$ cat src/rtl/tile_ram_pkg.sv
// ============================================================================
//  Module      : tile_ram_pkg
//  Description : Shared constants and types for the tile RAM arbiter:
//                tile geometry, RAM address width, default pixel width,
//                default key colour, arbiter state encoding and the read tag
//                carried alongside every issued RAM address.
//  Revision    : 1.0  initial release
// ============================================================================
`default_nettype none

package tile_ram_pkg;

    localparam int          TILE_DIM  = 16;
    localparam int          COL_W     = $clog2(TILE_DIM);
    localparam int          ADDR_W    = 8;
    localparam int          PIX_W     = 12;
    localparam logic [11:0] KEY_COLOR = 12'h247;

    typedef enum logic [1:0] {
        IDLE   = 2'd0,
        BURST  = 2'd1,
        SINGLE = 2'd2
    } state_t;

    typedef enum logic {
        OWN_DISP = 1'b0,
        OWN_ACC  = 1'b1
    } owner_t;

    // Identifies who a RAM word belongs to while it travels through the
    // read pipeline; col/last are only meaningful for display reads.
    typedef struct packed {
        owner_t           owner;
        logic [COL_W-1:0] col;
        logic             last;
    } rd_tag_t;

endpackage

`default_nettype wire

$ cat src/rtl/tile_rd_pipe.sv
// ============================================================================
//  Module      : tile_rd_pipe
//  Description : Two-stage tag/valid pipeline that follows each address issued
//                to the tile RAM. Stage 1 lines the tag up with ram_data_out,
//                stage 2 registers the RAM word into the display or
//                accelerator output registers selected by the tag owner.
//                Synchronous clear drops everything in flight.
//  Config      : TILE_KEY_EN - when defined, a registered key-colour flag is
//                produced with each display pixel; otherwise disp_pix_key is 0.
//  Ports       : clock, reset          - clock / synchronous active-high clear
//                issue_valid/owner/col/last - tag of the address on the RAM
//                                        port this cycle
//                ram_data_out          - RAM word for last cycle's address
//                disp_*                - display pixel stream outputs
//                acc_valid, acc_data   - accelerator single-word outputs
//  Revision    : 1.0  initial release
// ============================================================================
`default_nettype none

module tile_rd_pipe #(
    parameter int PIX_W = tile_ram_pkg::PIX_W
`ifdef TILE_KEY_EN
    ,
    parameter logic [PIX_W-1:0] KEY_COLOR = tile_ram_pkg::KEY_COLOR
`endif
) (
    input  logic                           clock,
    input  logic                           reset,
    input  logic                           issue_valid,
    input  logic                           issue_owner,
    input  logic [tile_ram_pkg::COL_W-1:0] issue_col,
    input  logic                           issue_last,
    input  logic [PIX_W-1:0]               ram_data_out,
    output logic                           disp_pix_valid,
    output logic [PIX_W-1:0]               disp_pix,
    output logic [tile_ram_pkg::COL_W-1:0] disp_col,
    output logic                           disp_done,
    output logic                           disp_pix_key,
    output logic                           acc_valid,
    output logic [PIX_W-1:0]               acc_data
);
    import tile_ram_pkg::*;

    rd_tag_t          w_issue_tag;
    rd_tag_t          r_s1_tag;
    logic             r_s1_valid;
    logic             w_s1_disp;
    logic             w_s1_acc;

    logic             r_disp_valid;
    logic [PIX_W-1:0] r_disp_pix;
    logic [COL_W-1:0] r_disp_col;
    logic             r_disp_done;
    logic             r_acc_valid;
    logic [PIX_W-1:0] r_acc_data;

    assign w_issue_tag = '{owner: owner_t'(issue_owner), col: issue_col, last: issue_last};

    // Stage 1: tag aligned with the RAM read data of the same address.
    always_ff @(posedge clock) begin
        if (reset) begin
            r_s1_valid <= 1'b0;
            r_s1_tag   <= '0;
        end else begin
            r_s1_valid <= issue_valid;
            r_s1_tag   <= w_issue_tag;
        end
    end

    assign w_s1_disp = r_s1_valid && (r_s1_tag.owner == OWN_DISP);
    assign w_s1_acc  = r_s1_valid && (r_s1_tag.owner == OWN_ACC);

    // Stage 2: steer the RAM word to its owner. Data registers only load on
    // their own valid so each side keeps its last word between reads.
    always_ff @(posedge clock) begin
        if (reset) begin
            r_disp_valid <= 1'b0;
            r_disp_pix   <= '0;
            r_disp_col   <= '0;
            r_disp_done  <= 1'b0;
            r_acc_valid  <= 1'b0;
            r_acc_data   <= '0;
        end else begin
            r_disp_valid <= w_s1_disp;
            r_disp_done  <= w_s1_disp && r_s1_tag.last;
            r_acc_valid  <= w_s1_acc;
            if (w_s1_disp) begin
                r_disp_pix <= ram_data_out;
                r_disp_col <= r_s1_tag.col;
            end
            if (w_s1_acc) begin
                r_acc_data <= ram_data_out;
            end
        end
    end

`ifdef TILE_KEY_EN
    logic r_disp_key;

    always_ff @(posedge clock) begin
        if (reset) begin
            r_disp_key <= 1'b0;
        end else begin
            r_disp_key <= w_s1_disp && (ram_data_out == KEY_COLOR);
        end
    end

    assign disp_pix_key = r_disp_key;
`else
    assign disp_pix_key = 1'b0;
`endif

    assign disp_pix_valid = r_disp_valid;
    assign disp_pix       = r_disp_pix;
    assign disp_col       = r_disp_col;
    assign disp_done      = r_disp_done;
    assign acc_valid      = r_acc_valid;
    assign acc_data       = r_acc_data;

endmodule

`default_nettype wire

$ cat src/rtl/tile_ram_arbiter.sv
// ============================================================================
//  Module      : tile_ram_arbiter
//  Description : Shares the registered-read port of the 256x12 tile RAM
//                between a display requester (16-pixel row bursts) and an
//                accelerator requester (single-word reads). Holds the
//                IDLE/BURST/SINGLE FSM, arbitration with one-burst fairness
//                for the accelerator (acc_owed), and the RAM address
//                register. Returned data is tagged back by tile_rd_pipe.
//  Config      : TILE_KEY_EN - enables the registered disp_pix_key flag
//                (disp_pix == KEY_COLOR); tied to 0 when undefined.
//  Ports       : clock, reset               - clock / sync active-high reset
//                disp_req, disp_row, disp_ack - display row request/grant
//                disp_pix_valid, disp_pix, disp_col, disp_done, disp_pix_key
//                                           - display pixel stream
//                acc_req, acc_addr, acc_ack - accelerator request/grant
//                acc_valid, acc_data        - accelerator read return
//                ram_address, ram_data_out  - tile RAM read port
//  Revision    : 1.0  initial release
// ============================================================================
`default_nettype none

module tile_ram_arbiter #(
    parameter int PIX_W = tile_ram_pkg::PIX_W
`ifdef TILE_KEY_EN
    ,
    parameter logic [PIX_W-1:0] KEY_COLOR = tile_ram_pkg::KEY_COLOR
`endif
) (
    input  logic                            clock,
    input  logic                            reset,
    input  logic                            disp_req,
    input  logic [3:0]                      disp_row,
    output logic                            disp_ack,
    output logic                            disp_pix_valid,
    output logic [PIX_W-1:0]                disp_pix,
    output logic [3:0]                      disp_col,
    output logic                            disp_done,
    output logic                            disp_pix_key,
    input  logic                            acc_req,
    input  logic [tile_ram_pkg::ADDR_W-1:0] acc_addr,
    output logic                            acc_ack,
    output logic                            acc_valid,
    output logic [PIX_W-1:0]                acc_data,
    output logic [tile_ram_pkg::ADDR_W-1:0] ram_address,
    input  logic [PIX_W-1:0]                ram_data_out
);
    import tile_ram_pkg::*;

    localparam logic [COL_W-1:0] c_LAST_COL = COL_W'(TILE_DIM - 1);

    state_t            r_state;
    logic [ADDR_W-1:0] r_ram_address;
    logic              r_disp_ack;
    logic              r_acc_ack;
    logic              r_acc_owed;
    logic              r_issue_valid;
    owner_t            r_issue_owner;
    logic              r_issue_last;

    logic              w_grant_disp;
    logic              w_grant_acc;
    logic [COL_W-1:0]  w_cur_col;

    // Display wins a tie unless it already went ahead of a waiting
    // accelerator request, which bounds the accelerator wait to one burst.
    assign w_grant_disp = disp_req && !(acc_req && r_acc_owed);
    assign w_grant_acc  = acc_req && !w_grant_disp;

    // During a burst the low address bits are the column being read.
    assign w_cur_col = r_ram_address[COL_W-1:0];

    always_ff @(posedge clock) begin
        if (reset) begin
            r_state       <= IDLE;
            r_ram_address <= '0;
            r_disp_ack    <= 1'b0;
            r_acc_ack     <= 1'b0;
            r_acc_owed    <= 1'b0;
            r_issue_valid <= 1'b0;
            r_issue_owner <= OWN_DISP;
            r_issue_last  <= 1'b0;
        end else begin
            r_disp_ack    <= 1'b0;
            r_acc_ack     <= 1'b0;
            r_issue_valid <= 1'b0;
            case (r_state)
                IDLE: begin
                    if (w_grant_disp) begin
                        r_state       <= BURST;
                        r_disp_ack    <= 1'b1;
                        r_ram_address <= {disp_row, {COL_W{1'b0}}};
                        r_issue_valid <= 1'b1;
                        r_issue_owner <= OWN_DISP;
                        r_issue_last  <= 1'b0;
                        if (acc_req) begin
                            r_acc_owed <= 1'b1;
                        end
                    end else if (w_grant_acc) begin
                        r_state       <= SINGLE;
                        r_acc_ack     <= 1'b1;
                        r_ram_address <= acc_addr;
                        r_issue_valid <= 1'b1;
                        r_issue_owner <= OWN_ACC;
                        r_issue_last  <= 1'b0;
                        r_acc_owed    <= 1'b0;
                    end
                end
                BURST: begin
                    // Column 15 is on the port this cycle: stop issuing and
                    // leave the address holding its last value.
                    if (w_cur_col == c_LAST_COL) begin
                        r_state <= IDLE;
                    end else begin
                        r_ram_address[COL_W-1:0] <= w_cur_col + COL_W'(1);
                        r_issue_valid            <= 1'b1;
                        r_issue_owner            <= OWN_DISP;
                        r_issue_last             <= (w_cur_col == c_LAST_COL - COL_W'(1));
                    end
                end
                SINGLE: begin
                    r_state <= IDLE;
                end
                default: begin
                    r_state <= IDLE;
                end
            endcase
        end
    end

    tile_rd_pipe #(
        .PIX_W        (PIX_W)
`ifdef TILE_KEY_EN
        ,
        .KEY_COLOR    (KEY_COLOR)
`endif
    ) u_rd_pipe (
        .clock          (clock),
        .reset          (reset),
        .issue_valid    (r_issue_valid),
        .issue_owner    (r_issue_owner),
        .issue_col      (w_cur_col),
        .issue_last     (r_issue_last),
        .ram_data_out   (ram_data_out),
        .disp_pix_valid (disp_pix_valid),
        .disp_pix       (disp_pix),
        .disp_col       (disp_col),
        .disp_done      (disp_done),
        .disp_pix_key   (disp_pix_key),
        .acc_valid      (acc_valid),
        .acc_data       (acc_data)
    );

    assign disp_ack    = r_disp_ack;
    assign acc_ack     = r_acc_ack;
    assign ram_address = r_ram_address;

endmodule

`default_nettype wire

$ cat config.mk
export PLATFORM = sky130hd
export DESIGN_NAME = tile_ram_arbiter
export DESIGN_NICKNAME = d
export VERILOG_FILES = /design/src/rtl/tile_ram_pkg.sv /design/src/rtl/tile_rd_pipe.sv /design/src/rtl/tile_ram_arbiter.sv
export SDC_FILE = /design/constraint.sdc
export NUM_CORES = 1
export LEC_CHECK = 0
export BUFFER_PORTS_ARGS = -buffer_cell sky130_fd_sc_hd__buf_2
export CORE_MARGIN = 4
export CORE_UTILIZATION = 30
export DETAILED_ROUTE_END_ITERATION = 8
export SLEW_MARGIN = 20
export SYNTH_ARGS = -nofsm -noshare
export SYNTH_HDL_FRONTEND = slang
export SYNTH_SLANG_ARGS = --single-unit
$ cat constraint.sdc
create_clock -name clock -period 2 [get_ports clock]
set_clock_uncertainty 0.1 [all_clocks]
set_input_delay 0.3 -clock clock [delete_from_list [all_inputs] [get_ports clock]]
set_output_delay 0.3 -clock clock [all_outputs]
set_load 0.01 [all_outputs]
==> metrics.md <==
| Metric | Value |
|---|---|
| Status | `finished, final reports clean` |
| Top FF cell, synth | `dfxtp_1` |
| Setup ws final | `519 ps` |
| Mapped Nets | `256` |
| Vias per inst | `4.42` |
| Hold path depth | `3` |
| Worst hold slack | `130 ps` |
| DIE HEIGHT | `88.9 um` |
| Reg2Reg Capture Point | `ram_address[3]` |
| Fin. Hold Viols | `0` |
| Ys Warns | `0` |
| Seq/Total Area, Yosys | `55.0%` |
| Tmin final | `1480 ps` |
| First-pass GRT wire length | `7040 um` |
| Number of synthesized flops with an enable pin | `0` |
| Syn Std Cell Area | `1970 um2` |
| Hold-fix buffers, CTS | `0` |
| Pleak | `1.10 nW` |
| Mapped Cells | `226` |
| Class of the worst hold path | `in2reg` |
| Reg2reg path depth | `5` |
| Final slew viol count | `0` |
| Count leader, synth | `nand2_1` |
| Synth top area cells | `dfxtp_1, nand2_1, a21oi_1` |
| Drt first pass iters | `4` |
| TNS Setup | `0 ps` |
| Critical path class | `reg2reg` |
| Least-Margin Pin Slew | `654 ps` |
| RSZ-0062 raised after global routing | `false` |
| Worst-path clk slew | `100 ps` |
| Remaining Overflow, GRT | `0` |
| Worst-Skew Late Latency | `310 ps` |
| # port buffers | `68` |
| Initial core utilization | `31.0%` |
| Core Rows | `29` |
| Final setup vio count | `0` |
| Full die area | `7910 um2` |
| Nets@finish | `321` |
| Vias in the first global route | `1578` |
| Hold EP | `u_rd_pipe.disp_pix[11]` |
| Residual DRC | `0` |
| Pre-CTS WS | `524 ps` |
| Design area | `2450 um2` |
| Share of layout cells above drive strength 1 | `28.8%` |
| Worst R2R Start | `ram_address[1]` |
| Area Overhead vs Synth | `24.9%` |
| GPL Wtd Cong | `0.809` |
| Clock buffer depth | `2` |
| Setup Fix Bufs, Post-CTS | `0` |
| Die X-Extent | `88.9 um` |
| Area of placed instances | `2360 um2` |
| Arr. time, crit path | `1630 ps` |
| Critical path required time | `2150 ps` |
| Synth unique cells | `31` |
| Max H-tree Level | `2` |
| Max incr delay on CP | `430 ps` |
| Cell taking the most area after synthesis | `dfxtp_1` |
| Crit start category | `register` |
| Initial DRC count | `56` |
| Tot GR Track Use | `11.4%` |
| Critical-path cell list | `ha_1 -> nand3_1 -> a2bb2oi_2 -> a221oi_1 -> nor2_1` |
| Final ANT Viol Nets | `0` |
| DP HPWL | `3160 um` |
| Tcrit/Tclk final | `74.1%` |
| Routed wire length | `4360 um` |
| Core area | `6350 um2` |
| IO Pins | `70` |
| CP max-delay cell | `dfxtp_1` |
| Asr flop ratio synth | `0%` |
| Total number of vias | `1630` |
| Worst path buffer plus inverter count | `0` |
| Synth top area share | `55.0%` |
| Worst VDD drop | `0.000365 V` |
| CTS Root Cell | `clkbuf_8` |
| N_diodes | `0` |
| Crit path max-delay family | `flip-flops` |
| Crit Path Max Fanout | `6` |
| Syn avg cell area | `8.70 um2` |
| Fmax | `675 MHz` |
| Beginning of the worst hold path | `ram_data_out[11]` |
| Max_slew headroom | `56.4%` |
| Clock sinks | `54` |
| Cell Pwr Density | `834 nW/um2` |
| CTS tree | `built` |
| Seq cells post-synth | `54` |
| Count of cells resized by post-cts repair | `0` |
| MaxCap Viol Count | `0` |
| Avg WL per Cell | `11.8 um` |
| Antenna violations before repair | `0` |
| Synth top cells by count | `nand2_1, dfxtp_1, a21oi_1` |
| Total CTS buffers | `5` |
| Crit end category | `register` |
| Largest net degree at the start of global routing | `30` |
| R2r setup slk | `520 ps` |
==> per-stage QoR <==
stage | utilization (%) | instances | total power (W)
finish | 38.7 | 369 | 0.00205
global route | 38.7 | 369 | 0.00217
CTS | 38.7 | 369 | 0.00209
detailed placement | 37.2 | 361 | 0.00147
global placement | 37.2 | 361 | 0.00147
floorplan | - | 226 | 0.00136
==> tightest hold or removal path, cell delays in order <==
cell and delay, ps:
buf_2 110, nand2_1 50, a21oi_1 50
==> cells in the final DEF (no fill, tap or decap), types with 2 or more instances in the layout <==
master / netlist / layout
buf_2: 6 / 68
nand2_1: 62 / 62
dfxtp_1: 54 / 54
a21oi_1: 34 / 34
nor2_1: 13 / 13
nor2b_1: 9 / 9
clkbuf_8: 0 / 5
nand3_1: 4 / 4
o21ai_0: 4 / 4
mux2i_1: 4 / 4
a211oi_1: 4 / 4
and3_1: 3 / 3
buf_4: 1 / 3
inv_1: 2 / 2
nor3_1: 2 / 2
nand2b_1: 2 / 2
a221oi_1: 2 / 2
ha_1: 2 / 2
==> area by class of cell <==
class	instances	area [um2]
tap	77	96.3
multi-input combinational	157	817
fill	663	3890
sequential	54	1080
clock inverter	3	21.3
clock buffer	5	68.8
inverter	2	7.51
timing repair buffer	71	363
==> how the worst max path moves through the flow <==
stage,slack (ps),start,endpoint,depth (start not counted)
finish,520,ram_address[1],ram_address[3],5
global route,410,ram_address[1],r_issue_last,5
CTS,540,ram_address[1],ram_address[0],5
detailed placement,520,acc_req,ram_address[3],5
global placement,560,acc_req,ram_address[2],5
floorplan,640,ram_address[1],ram_address[0],5
==> where the power goes <==
| part | switching, W | internal [W] |
|---|---|---|
| clock | 0.000357 | 0.000247 |
| combinational | 0.000158 | 0.000117 |
| sequential | 0.0000373 | 0.00113 |
==> state kept, by name (all words and copies together), names as in the netlist, 2 cells and up <==
name	cells
r_state	2
ram_address	8
u_rd_pipe.acc_data	12
u_rd_pipe.disp_col	4
u_rd_pipe.disp_pix	12
u_rd_pipe.r_s1_tag	6
==> logic make-up (layout without fill, tap and decap cells) <==
| kind of cell | Yosys count | count (layout) | synth area share [%] |
|---|---|---|---|
| compound gates | 49 | 49 | 15.3 |
| xor+xnor | 2 | 2 | 0.891 |
| fa+ha+maj | 2 | 2 | 1.27 |
| buf+inv | 15 | 81 | 3.44 |
| flops | 54 | 54 | 55.0 |
| mux | 4 | 4 | 2.04 |
| other cells | 1 | 1 | 0.191 |
| simple gates | 99 | 99 | 21.8 |
==> metal layers <==
metal | wire [um] | global-route usage [%]
met5 | 0 | 0
met4 | 65 | 4.06
met3 | 384 | 3.50
met2 | 1930 | 18.8
met1 | 1980 | 14.1
Power figures use the tool's default switching activity.
